--- config.mk ---
export PLATFORM = sky130hd
export DESIGN_NAME = mips_run_monitor
export DESIGN_NICKNAME = d
export VERILOG_FILES = /design/src/rtl/mips_pkg.sv /design/src/rtl/trace_fifo.sv /design/src/rtl/mips_run_monitor.sv
export SDC_FILE = /design/constraint.sdc
export NUM_CORES = 1
export LEC_CHECK = 0
export CAP_MARGIN = 5
export CORE_UTILIZATION = 35
export CTS_BUF_LIST = sky130_fd_sc_hd__clkbuf_2
export DETAILED_ROUTE_END_ITERATION = 7
export GPL_ROUTABILITY_DRIVEN = 0
export PLACE_DENSITY = 0.48
export SLEW_MARGIN = 5
export SYNTH_ARGS = -nofsm -noshare
export SYNTH_HDL_FRONTEND = slang
export SYNTH_SLANG_ARGS = --single-unit
--- constraint.sdc ---
create_clock -name clk -period 9.3 [get_ports clk]
set_input_delay 0.93 -clock clk [delete_from_list [all_inputs] [get_ports clk]]
set_output_delay 0.93 -clock clk [all_outputs]
set_load 0.05 [all_outputs]
--- src/rtl/mips_pkg.sv ---
// Shared types and constants for the MIPS run-control monitor.
package mips_pkg;

    typedef enum logic [1:0] {
        HC_NONE    = 2'd0,
        HC_NOP     = 2'd1,
        HC_TIMEOUT = 2'd2
    } halt_cause_t;

    typedef enum logic {
        ST_RUN    = 1'b0,
        ST_HALTED = 1'b1
    } mon_state_t;

    localparam logic [31:0] NOP_INSTR = 32'h0000_0000;

endpackage

--- src/rtl/trace_fifo.sv ---
// First-word-fall-through trace FIFO with sticky overflow flag.
module trace_fifo #(
    parameter int unsigned WIDTH = 64,
    parameter int unsigned DEPTH = 16
) (
    input  logic             clk,
    input  logic             reset,
    input  logic             push,
    input  logic             pop,
    input  logic [WIDTH-1:0] wdata,
    output logic [WIDTH-1:0] rdata,
    output logic             empty,
    output logic             overflow
);

    localparam int unsigned AW = $clog2(DEPTH);
    localparam int unsigned PW = AW + 1;

    logic [WIDTH-1:0] mem [DEPTH];
    logic [PW-1:0]    wr_ptr;
    logic [PW-1:0]    rd_ptr;
    logic             full;
    logic             do_push;
    logic             do_pop;
    logic             overflow_q;

    // Extra MSB distinguishes full from empty when the index bits match.
    assign empty   = (wr_ptr == rd_ptr);
    assign full    = (wr_ptr[AW] != rd_ptr[AW]) && (wr_ptr[AW-1:0] == rd_ptr[AW-1:0]);
    assign do_pop  = pop && !empty;
    assign do_push = push && (!full || do_pop);

    // Head is masked while empty so a drained FIFO shows zero like after reset.
    assign rdata    = empty ? '0 : mem[rd_ptr[AW-1:0]];
    assign overflow = overflow_q;

    always_ff @(posedge clk) begin
        if (!reset) begin
            wr_ptr     <= '0;
            rd_ptr     <= '0;
            overflow_q <= 1'b0;
        end else begin
            if (do_push) begin
                wr_ptr <= wr_ptr + PW'(1);
            end
            if (do_pop) begin
                rd_ptr <= rd_ptr + PW'(1);
            end
            if (push && full && !do_pop) begin
                overflow_q <= 1'b1;
            end
        end
    end

    always_ff @(posedge clk) begin
        if (do_push) begin
            mem[wr_ptr[AW-1:0]] <= wdata;
        end
    end

endmodule

--- src/rtl/mips_run_monitor.sv ---
// Run-control monitor: counts cycles/instructions, halts on NOP run or timeout, buffers a trace.
module mips_run_monitor
    import mips_pkg::*;
#(
    parameter int unsigned DATA_W         = 32,
    parameter int unsigned NOP_LIMIT      = 4,
    parameter int unsigned TIMEOUT_CYCLES = 1024,
    parameter int unsigned TRACE_DEPTH    = 16,
    parameter int unsigned CNT_W          = 32
) (
    input  logic              clk,
    input  logic              reset,
    input  logic              enable,
    input  logic [DATA_W-1:0] instr,
    input  logic [DATA_W-1:0] alu_result,
    output logic              halt,
    output logic [1:0]        halt_cause,
    output logic [CNT_W-1:0]  cycle_count,
    output logic [CNT_W-1:0]  instr_count,
    output logic              trace_valid,
    input  logic              trace_ready,
    output logic [DATA_W-1:0] trace_instr,
    output logic [DATA_W-1:0] trace_alu,
    output logic              trace_overflow
);

    localparam int unsigned NOP_W = 8;
    localparam int unsigned TW    = 2 * DATA_W;

    mon_state_t        state_q, state_d;
    logic              halt_q, halt_d;
    halt_cause_t       cause_q, cause_d;
    logic [CNT_W-1:0]  cycle_q, cycle_d;
    logic [CNT_W-1:0]  instr_q, instr_d;
    logic [NOP_W-1:0]  nop_q, nop_d;
    logic              push_c;
    logic              fifo_empty;
    logic [TW-1:0]     fifo_rdata;

    always_ff @(posedge clk) begin
        if (!reset) begin
            state_q <= ST_RUN;
            halt_q  <= 1'b0;
            cause_q <= HC_NONE;
            cycle_q <= '0;
            instr_q <= '0;
            nop_q   <= '0;
        end else begin
            state_q <= state_d;
            halt_q  <= halt_d;
            cause_q <= cause_d;
            cycle_q <= cycle_d;
            instr_q <= instr_d;
            nop_q   <= nop_d;
        end
    end

    // Stop conditions look at the post-update counters; a NOP run outranks a timeout.
    always_comb begin
        state_d = state_q;
        halt_d  = halt_q;
        cause_d = cause_q;
        cycle_d = cycle_q;
        instr_d = instr_q;
        nop_d   = nop_q;
        push_c  = 1'b0;
        case (state_q)
            ST_RUN: begin
                if (enable) begin
                    cycle_d = cycle_q + CNT_W'(1);
                    if (instr == DATA_W'(NOP_INSTR)) begin
                        if (nop_q != NOP_W'(NOP_LIMIT)) begin
                            nop_d = nop_q + NOP_W'(1);
                        end
                    end else begin
                        nop_d   = '0;
                        instr_d = instr_q + CNT_W'(1);
                        push_c  = 1'b1;
                    end
                    if (nop_d == NOP_W'(NOP_LIMIT)) begin
                        state_d = ST_HALTED;
                        halt_d  = 1'b1;
                        cause_d = HC_NOP;
                    end else if ((TIMEOUT_CYCLES != 0) && (cycle_d == CNT_W'(TIMEOUT_CYCLES))) begin
                        state_d = ST_HALTED;
                        halt_d  = 1'b1;
                        cause_d = HC_TIMEOUT;
                    end
                end
            end
            ST_HALTED: begin
                state_d = ST_HALTED;
            end
            default: begin
                state_d = ST_RUN;
            end
        endcase
    end

    trace_fifo #(
        .WIDTH (TW),
        .DEPTH (TRACE_DEPTH)
    ) u_trace_fifo (
        .clk      (clk),
        .reset    (reset),
        .push     (push_c),
        .pop      (trace_ready),
        .wdata    ({instr, alu_result}),
        .rdata    (fifo_rdata),
        .empty    (fifo_empty),
        .overflow (trace_overflow)
    );

    assign halt        = halt_q;
    assign halt_cause  = cause_q;
    assign cycle_count = cycle_q;
    assign instr_count = instr_q;
    assign trace_valid = !fifo_empty;
    assign trace_instr = fifo_rdata[TW-1:DATA_W];
    assign trace_alu   = fifo_rdata[DATA_W-1:0];

endmodule

==> metrics.md, run 1 <==
| Metric | Value |
|---|---|
| Status | `complete, no violations` |
| Post-synth ARST share | `0` |
| Max cap viols | `0` |
| Synth Net Count | `between 2000 and 2500` |
| Setup Viol. Count Final | `0` |
| Worst-Margin Slew | `roughly 1.4 ns` |
| Fin. max-slew vios | `0` |
| Net Sw Frac | `0.284` |
| Worst slew margin | `0.0808` |
| Synth warn | `0` |
| Vias/cell | `5.09` |
| R2R Setup Slk | `5.20 ns` |
| CTS buffer count | `around 310` |
| Max clock buf depth | `4` |
| Drt pass-1 iters | `5` |
| Startpoint type of the worst setup path | `flip-flop` |
| Synthesized flop and latch total | `1115` |
| Pleak | `between 15 and 20 nW` |
| Area Overhead vs Synth | `15.2%` |
| Detailed placer's ending HPWL | `around 58000 um` |
| Detailed Route WL | `107000 um` |
| Row count | `129` |
| Layout cells sized above 1 | `0.309` |
| Die span in y | `approximately 360 um` |
| Top cell type's share of synthesized area | `0.705` |
| Count of different cell masters after synthesis | `56` |
| Critical Path AT | `between 5 and 6 ns` |
| Nets | `2635` |
| DR iter-0 viols | `approximately 1500` |
| Layout Skew | `~0.15 ns` |
| GR Util All Layers | `0.172` |
| Syn avg cell area | `20.6 um^2` |
| Top_reg_cell synth | `edfxtp_1` |
| Clock transition at the registers of the reported paths | `between 0.1 and 0.15 ns` |
| Post-synthesis cell count | `roughly 2100` |
| Crit Path Class | `reg -> out` |
| Switching power | `0.00303 W` |
| Core Util, Final | `0.407` |
| PostCTS Resize Cnt | `0` |
| DIE AREA | `roughly 130000 um^2` |
| Crit-path max cell delay | `~0.93 ns` |
| Final total power | `0.0107 W` |
| Core ar. | `~120000 um^2` |
| Internal power | `0.00765 W` |
| Dominant cell type by area after synthesis | `edfxtp_1` |
| Top-count cell post-synth | `edfxtp_1` |
| Largest net degree at the start of global routing | `146` |
| Sequential fraction of design power | `0.522` |
| CP Capture Point | `trace_alu[28]` |
| Post-CTS Setup Repair Bufs | `0` |
| CP required | `roughly 8.4 ns` |
| Max Fclk | `between 150 and 200 MHz` |
| Initial antenna violation count | `16` |
| Mapped cell area | `between 40000 and 50000 um^2` |
| Remaining antenna violation count | `0` |
| Part of the power in the clock network | `0.305` |
| Setup tns final | `0 ns` |
| Per-cell routed wire length | `24.3 um` |
| Hold Fails Final Rpt | `0` |
| R2r worst-path depth | `7` |
| Chip width | `between 300 and 400 um` |
| Clk Latency, worst-skew pair | `roughly 1.6 ns` |
| DR DRC count | `0` |
| First-pass GRT wire length | `about 160000 um` |
| CP max stage cell | `dfxtp_4` |
| Hold Path Class | `in -> reg` |
| Synth cell count leaders | `edfxtp_1 (1024), mux4_2 (320), nor2_1 (97), dfxtp_1 (91), clkbuf_1 (78)` |
| RSZ-0062 raised after global routing | `no` |
| Root Driver | `clkbuf_2` |
| Total number of H-tree levels | `5` |
| VDD IR-drop max | `~120 uV` |
| I/O pin count | `~200` |
| IO buf count | `200` |
| Period minus WS final | `around 6.3 ns` |
| CTS tree | `done` |
| PwrDens | `~210 nW/um^2` |
| Post-cts hold buffer count | `4` |
| Synth area leaders | `edfxtp_1 (70%), mux4_2 (17%), dfxtp_1 (4.2%)` |
| GR Overflow Total | `0` |
| CP Capture Type | `output pin` |
| Reg2reg end | `u_trace_fifo.mem[11][50]` |
| Final Cycle Share | `0.681` |
| Vias in the first global route | `24400` |
| Worst path most repeated cell | `mux4_2` |
| Vias | `22400` |
| CP Cell Sequence | `buf_12 -> mux4_2 -> mux4_2 -> nor2b_1 -> clkdlybuf4s50_1` |
| EDFF count, synth | `slightly above 1000` |
| Gate power share | `0.173` |
| Critical path peak fanout | `~150` |
| Clock sink total | `~1100` |
| RR Startpoint | `u_trace_fifo.wr_ptr[2]` |
| Sequential share of the synthesized area | `0.746` |
| Initial Util | `0.353` |
-- placed cells by master (no fill, tap or decap), types with 19 or more instances in the layout --
| cell type | synthesis | routed |
|---|---|---|
| or3_1 | 25 | 25 |
| xor2_1 | 37 | 37 |
| edfxtp_1 | 1024 | 1024 |
| dfxtp_1 | 91 | 87 |
| xnor2_1 | 34 | 34 |
| a21oi_1 | 29 | 29 |
| nand4_1 | 37 | 37 |
| clkbuf_2 | 0 | 452 |
| nor2_1 | 97 | 85 |
| nand2_1 | 60 | 60 |
| clkdlybuf4s50_1 | 0 | 200 |
| nand3_1 | 28 | 28 |
| mux4_2 | 320 | 320 |
| o21ai_0 | 22 | 22 |
| clkinv_1 | 0 | 41 |
| buf_4 | 1 | 28 |
| nor3_1 | 23 | 19 |
| nor2b_1 | 68 | 66 |
-- cell type report --
class	instances	area [um^2]
diodes	6	15.0
clock buffers	452	2260
clock inverters	54	265
fillers	11200	73400
inverters	12	45.0
multi-input cells	880	10700
flip-flops and latches	1115	32600
well taps	1637	2050
repair buffers	237	2350
-- routing by layer --
metal,track usage,vias up,routed length (um)
met5,0,-,70
met2,0.283,643,53100
met1,0.223,11800,46000
met3,0.0375,162,5440
li1,-,9776,-
met4,0.0625,12,2000
-- power by group through the flow --
stage / sequential, W / combinational (W) / clock [W]
6_report: 0.00557 / 0.00185 / 0.00326
5_1_grt: 0.00558 / 0.00197 / 0.00367
4_1_cts: 0.00558 / 0.00191 / 0.00343
3_5_place_dp: 0.00569 / 0.00190 / 0
3_3_place_gp: 0.00569 / 0.00190 / 0
2_1_floorplan: 0.00567 / 0.00128 / 0
-- through the flow --
stage | hold slack [ns] | setup WS [ns] | instances | instance area [um^2]
2_1_floorplan | 0.470 | 2.29 | 2121 | 43600
3_3_place_gp | 0.466 | 3.15 | 3877 | 47700
3_5_place_dp | 0.467 | 2.92 | 3877 | 47700
4_1_cts | 0.00507 | 2.65 | 4387 | 50300
5_1_grt | 0.148 | 2.70 | 4390 | 50300
6_report | 0.340 | 2.97 | 4393 | 50300
-- registers in the layout (all words and copies together), names as in the netlist, named ones only --
register and cells:
nop_q 8, cycle_count 32, u_trace_fifo.wr_ptr 5, u_trace_fifo.overflow 1, halt 1, state_q 1, halt_cause 2, u_trace_fifo.rd_ptr 5
instr_count 32, u_trace_fifo.mem 1024
-- how the worst min path moves through the flow --
stage	depth (start not counted)	end	from	slack (ns)
2_1_floorplan	2	u_trace_fifo.wr_ptr[4]	u_trace_fifo.wr_ptr[4]	0.47
3_5_place_dp	2	u_trace_fifo.overflow	u_trace_fifo.overflow	0.47
5_1_grt	1	u_trace_fifo.mem[4][34]	instr[2]	0.15
6_report	1	u_trace_fifo.mem[8][39]	instr[7]	0.34
3_3_place_gp	2	u_trace_fifo.overflow	u_trace_fifo.overflow	0.47
4_1_cts	1	u_trace_fifo.mem[2][37]	instr[5]	0.005
-- kinds of logic after synthesis --
family,synth area share
AOI/OAI and AO/OA,0.0103
xor gates and xnor gates,0.0142
adders and majority gates,0.00287
buffers and inverters,0.0115
DFF,0.746
muxes,0.166
and+or+nand+nor,0.0483
-- worst max-delay path: cells and delay by family (launching register included) --
| family | cells | cell delay (ns) |
|---|---|---|
| AND/OR/NAND/NOR | 1 | 0.17 |
| multiplexers | 2 | 1.04 |
| flip-flops | 1 | 0.93 |
| buffers and inverters | 2 | 1.23 |
Power figures use the tool's default switching activity.
==> inputs of run 2 (changes only) <==
clock period = 6.35 ns   (was 9.3 ns; I/O delays follow)
==> metrics.md, run 2 (synthesis results as in run 1) <==
| Metric | Value |
|---|---|
| Gate power share | `0.177 (was 0.173)` |
| CP Capture Type | `output pin (unchanged)` |
| Most common cell after layout, fill and taps aside | `edfxtp_1 (unchanged)` |
| Initial Util | `0.353 (unchanged)` |
| Drt pass-1 iters | `5 (unchanged)` |
| Layout cells sized above 1 | `0.309 (about the same)` |
| Post-cts hold buffer count | `66 (was 4)` |
| Setup tns final | `0 ns (unchanged)` |
| GR Overflow Total | `0 (unchanged)` |
| PostCTS Resize Cnt | `0 (unchanged)` |
| Fin worst setup slack | `0.676 ns (was 2.97 ns)` |
| Crit-path max cell delay | `0.88 ns (was 0.93 ns)` |
| Max clock buf depth | `4 (unchanged)` |
| Switching power | `0.00453 W (was 0.00303 W)` |
| IO buf count | `200 (unchanged)` |
| Clock sink total | `1115 (unchanged)` |
| Critical path peak fanout | `34 (was 145)` |
| Layout Skew | `0.149 ns (about the same)` |
| Clk Latency, worst-skew pair | `1.61 ns (was 1.56 ns)` |
| Crit Path Class | `reg -> out (unchanged)` |
| Reg2reg end | `state_q (was u_trace_fifo.mem[11][50])` |
| DIE AREA | `126000 um^2 (unchanged)` |
| Remaining antenna violation count | `0 (unchanged)` |
| Vias | `22600 (was 22400)` |
| Hold Fails Final Rpt | `0 (unchanged)` |
| DR iter-0 viols | `1560 (was 1494)` |
| Largest net degree at the start of global routing | `76 (was 146)` |
| Detailed Route WL | `108000 um (was 107000 um)` |
| Total number of H-tree levels | `5 (unchanged)` |
| Vias/cell | `5.05 (was 5.09)` |
| Startpoint type of the worst setup path | `flip-flop (unchanged)` |
| Worst slew margin | `0.281 (was 0.0808)` |
| Core ar. | `124000 um^2 (unchanged)` |
| Die span in y | `355 um (unchanged)` |
| Final Cycle Share | `0.893` |
| Root Driver | `clkbuf_2 (unchanged)` |
| Setup Viol. Count Final | `0 (unchanged)` |
| Pleak | `16.0 nW (was 15.6 nW)` |
| Fin. max-slew vios | `0 (unchanged)` |
| CP max stage cell | `dfxtp_4 (unchanged)` |
| RR Startpoint | `cycle_count[0] (was u_trace_fifo.wr_ptr[2])` |
| CP Cell Sequence | `buf_4 -> mux4_2 -> mux4_2 -> nor2b_1 -> clkdlybuf4s50_1 (was buf_12 -> mux4_2 -> mux4_2 -> nor2b_1 -> clkdlybuf4s50_1)` |
| Filler cells | `11200 (about the same)` |
| Final total power | `0.0158 W (was 0.0107 W)` |
| Max cap viols | `0 (unchanged)` |
| Status | `complete, no violations (unchanged)` |
| Row count | `129 (unchanged)` |
| Worst path most repeated cell | `mux4_2 (unchanged)` |
| Initial antenna violation count | `5 (was 16)` |
| CP Capture Point | `trace_instr[27] (was trace_alu[28])` |
| Chip width | `355 um (unchanged)` |
| First-pass GRT wire length | `161000 um (was 158000 um)` |
| GR Util All Layers | `0.176 (was 0.172)` |
| VDD IR-drop max | `177 uV (was 116 uV)` |
| Detailed placer's ending HPWL | `62000 um (was 57600 um)` |
| Critical Path AT | `5.04 ns (was 5.40 ns)` |
| DP Worst Slack | `0.871 ns (was 2.92 ns)` |
| Internal power | `0.0112 W (was 0.00765 W)` |
| Hold Path Class | `in -> reg (unchanged)` |
| Nets | `2719 (was 2635)` |
| Per-cell routed wire length | `24.2 um (was 24.3 um)` |
| Largest register FFs | `1024 (unchanged)` |
| CTS tree | `done (unchanged)` |
| CP required | `5.71 ns (was 8.37 ns)` |
| R2r worst-path depth | `10 (was 7)` |
| Most frequent cells in the layout | `edfxtp_1 (1024), clkbuf_2 (445), mux4_2 (320) (was edfxtp_1 (1024), clkbuf_2 (452), mux4_2 (320))` |
| Post-CTS Setup Repair Bufs | `0 (unchanged)` |
| Vias in the first global route | `24700 (was 24400)` |
| Period minus WS final | `between 5 and 6 ns` |
| CTS buffer count | `307 (was 311)` |
| RSZ-0062 raised after global routing | `no (unchanged)` |
| Max Fclk | `approximately 180 MHz` |
| DR DRC count | `0 (unchanged)` |
| Area Overhead vs Synth | `17.4% (was 15.2%)` |
| Sequential fraction of design power | `0.519 (was 0.522)` |
| PwrDens | `308 nW/um^2 (was 212 nW/um^2)` |
| Worst-Margin Slew | `1.08 ns (was 1.38 ns)` |
| Net Sw Frac | `0.287 (was 0.284)` |
| Clock transition at the registers of the reported paths | `0.09 ns (was 0.11 ns)` |
| Part of the power in the clock network | `0.304 (was 0.305)` |
| R2R Setup Slk | `2.73 ns (was 5.20 ns)` |
| I/O pin count | `201 (unchanged)` |
run 2: changes by cell type in the layout (fill, tap and decap cells not counted), sizes merged:
cell	before	now
dlygate4sd3	4	66
buf	33	59
clkbuf	452	445
inv	15	18
clkinv	49	50
run 2: metal layers:
| metal | global-route usage | part of all wire | up-vias |
|---|---|---|---|
| li1 | - | - | 9946 |
| met1 | 0.218 | 0.42 | 11900 |
| met2 | 0.302 | 0.52 | 577 |
| met3 | 0.0368 | 0.044 | 179 |
| met4 | 0.0633 | 0.022 | 4 |
| met5 | 0 | 0.00019 | - |
run 2: final cells by class:
class / instances / area [um^2] / share of cell area
antenna: 6 / 15.0 / 0.000293
clock buffer: 445 / 2230 / 0.0435
clock inverter: 58 / 288 / 0.00562
inverter: 12 / 45.0 / 0.000879
multi-input combinational: 880 / 10700 / 0.209
sequential: 1115 / 32600 / 0.636
tap: 1637 / 2050 / 0.0400
timing repair buffer: 325 / 3290 / 0.0643
run 2: worst min-delay path by stage:
stage | from | to | depth (start not counted)
final | alu_result[31] | u_trace_fifo.mem[6][31] | 1
after global routing | alu_result[30] | u_trace_fifo.mem[12][30] | 1
after CTS | alu_result[30] | u_trace_fifo.mem[6][30] | 1
after detailed placement | u_trace_fifo.overflow | u_trace_fifo.overflow | 2
after global placement | u_trace_fifo.overflow | u_trace_fifo.overflow | 2
after floorplan | u_trace_fifo.wr_ptr[4] | u_trace_fifo.wr_ptr[4] | 2
run 2: metrics by stage:
stage	std cells	area [um^2]	hold slack, ns	utilization
finish	4478	51200	0.204	0.414
global route	4477	51200	0.0494	0.414
detailed placement	3903	48000	0.468	0.388
global placement	3903	48000	0.461	0.388
CTS	4472	51200	0.00686	0.414
floorplan	2121	43700	0.470	-
run 2: worst max-delay path, delay by kind of cell (launching register included):
kind | cells | cell delay, ns
flops | 1 | 0.88
buf+inv | 2 | 1.28
mux | 2 | 1.11
simple gates | 1 | 0.16
run 2: power groups by stage:
stage / clock [W] / sequential, W / combinational, W
3_3_place_gp: 0 / 0.00835 / 0.00283
6_report: 0.00480 / 0.00818 / 0.00279
4_1_cts: 0.00502 / 0.00819 / 0.00288
5_1_grt: 0.00538 / 0.00820 / 0.00296
2_1_floorplan: 0 / 0.00830 / 0.00187
3_5_place_dp: 0 / 0.00836 / 0.00284
==> inputs of run 3 (changes only) <==
CAP_MARGIN = not set   (was 5)
CORE_UTILIZATION = 60   (was 35)
CTS_BUF_LIST = not set   (was sky130_fd_sc_hd__clkbuf_2)
PLACE_DENSITY = 0.76   (was 0.48)
==> metrics.md, run 3 (synthesis results as in run 1) <==
| Metric | Value |
|---|---|
| Status | `complete, no violations (unchanged)` |
| Total number of H-tree levels | `3 (was 5)` |
| Detailed Route WL | `98600 um (was 108000 um)` |
| Vias | `22300 (was 22600)` |
| Hold Path Class | `reg -> reg (was in -> reg)` |
| Largest net degree at the start of global routing | `82 (was 76)` |
| GR Overflow Total | `0 (unchanged)` |
| CP Capture Type | `output pin (unchanged)` |
| Critical path peak fanout | `72 (was 34)` |
| Initial Util | `0.608 (was 0.353)` |
| Wire length on met2 | `50100 um (was 56100 um)` |
| Layout Skew | `0.0347 ns (was 0.149 ns)` |
| IO buf count | `200 (unchanged)` |
| Detailed placer's ending HPWL | `51000 um (was 62000 um)` |
| Chip width | `272 um (was 355 um)` |
| Startpoint type of the worst setup path | `flip-flop (unchanged)` |
| Post-cts hold buffer count | `0 (was 66)` |
| N_diodes | `0 (was 6)` |
| Remaining antenna violation count | `0 (unchanged)` |
| Vias/cell | `6.55 (was 5.05)` |
| DR DRC count | `0 (unchanged)` |
| Largest register FFs | `1024 (unchanged)` |
| CTS tree | `done (unchanged)` |
| GR Util All Layers | `0.273 (was 0.176)` |
| Core ar. | `71700 um^2 (was 124000 um^2)` |
| Wl on met1 | `38000 um (was 45100 um)` |
| Max Fclk | `205 MHz (was 176 MHz)` |
| Non-filler cells, final | `3404 (was 4478)` |
| VDD IR-drop max | `300 uV (was 177 uV)` |
| Hold Fails Final Rpt | `0 (unchanged)` |
| First-pass GRT wire length | `147000 um (was 161000 um)` |
| I/O pin count | `201 (unchanged)` |
| Met3 Routed Length | `7570 um (was 4770 um)` |
| Crit Path Class | `reg -> out (unchanged)` |
| Pleak | `15.5 nW (was 16.0 nW)` |
| Max cap viols | `0 (unchanged)` |
| Clk Latency, worst-skew pair | `0.67 ns (was 1.61 ns)` |
| Vias in the first global route | `23000 (was 24700)` |
| Layout cells sized above 1 | `0.227 (was 0.309)` |
| Per-cell routed wire length | `29.0 um (was 24.2 um)` |
| Setup tns final | `0 ns (unchanged)` |
| Clock sink total | `1115 (unchanged)` |
| Post-CTS Setup Repair Bufs | `0 (unchanged)` |
| CP required | `5.71 ns (about the same)` |
| Top sig layer | `met5 (unchanged)` |
| Worst slew margin | `0.146 (was 0.281)` |
| Setup Viol. Count Final | `0 (unchanged)` |
| Max clock buf depth | `3 (was 4)` |
| Root Driver | `clkbuf_16 (was clkbuf_2)` |
| Period minus WS final | `4.87 ns (was 5.67 ns)` |
| Clock transition at the registers of the reported paths | `0.06 ns (was 0.09 ns)` |
| Area Overhead vs Synth | `15.9% (was 17.4%)` |
| Critical Path AT | `4.24 ns (was 5.04 ns)` |
| Die span in y | `272 um (was 355 um)` |
| Most common cell after layout, fill and taps aside | `edfxtp_1 (unchanged)` |
| Nets | `2442 (was 2719)` |
| Row count | `98 (was 129)` |
| Fin. max-slew vios | `0 (unchanged)` |
| Worst-Margin Slew | `1.28 ns (was 1.08 ns)` |
| Drt pass-1 iters | `5 (unchanged)` |
| DIE AREA | `73800 um^2 (was 126000 um^2)` |
| DR iter-0 viols | `2323 (was 1560)` |
| Most frequent cells in the layout | `edfxtp_1 (1024), mux4_2 (320), clkdlybuf4s50_1 (200) (was edfxtp_1 (1024), clkbuf_2 (445), mux4_2 (320))` |
| PostCTS Resize Cnt | `0 (unchanged)` |
| PwrDens | `344 nW/um^2 (was 308 nW/um^2)` |
| RSZ-0062 raised after global routing | `no (unchanged)` |
| Final Cycle Share | `0.768 (was 0.893)` |
| Post-placement cell count | `3204 (was 3903)` |
| CTS buffer count | `108 (was 307)` |
| Initial antenna violation count | `8 (was 5)` |
[run 3: path summary, 6_finish.rpt]
check / slack (ns) / end / cells past startpoint / from
max: 1.48 / trace_instr[28] / 5 / flip-flop
min: 0.48 / u_trace_fifo.overflow / 2 / u_trace_fifo.overflow
max reg2reg: 2.86 / u_trace_fifo.mem[12][5] / 7 / u_trace_fifo.wr_ptr[2]
min reg2reg: 0.48 / u_trace_fifo.overflow / 2 / u_trace_fifo.overflow
[run 3: layer usage]
layer / track usage / vias up
met5: 0 / -
met4: 0.0807 / 14
met3: 0.0510 / 210
met2: 0.452 / 1152
met1: 0.373 / 11700
li1: - / 9217
[run 3: cell type report]
class,instances,area [um^2]
Sequential cell,1115,32600
Fill cell,4212,21100
Tap cell,950,1190
Clock inverter,70,769
Inverter,12,45.0
Clock buffer,130,2850
Multi-Input combinational cell,880,10700
Timing Repair Buffer,247,2450
[run 3: power by group]
group          total (W)  leakage, nW  switching, W  internal [W]
clock            0.00653         1.78       0.00270       0.00384
combinational    0.00265         3.69       0.00149       0.00117
sequential       0.00820         9.99     0.0000937       0.00811
total             0.0174         15.5       0.00428        0.0131
[run 3: per-stage QoR]
step	total power, W	cell area [um^2]	setup WS (ns)	utilization	hold slack [ns]
floorplan	0.0102	43700	1.35	-	0.470
global placement	0.0110	47000	1.38	0.655	0.455
detailed placement	0.0110	47000	1.22	0.655	0.469
CTS	0.0175	50600	1.35	0.705	0.488
global route	0.0179	50600	1.23	0.705	0.512
finish	0.0174	50600	1.48	0.705	0.485
[run 3: critical path, cell delays in order, from the launching register on]
cell and delay [ns]:
dfxtp_4 0.90, buf_12 0.55, mux4_2 0.62, mux4_2 0.49, nor2b_1 0.22, clkdlybuf4s50_1 0.76
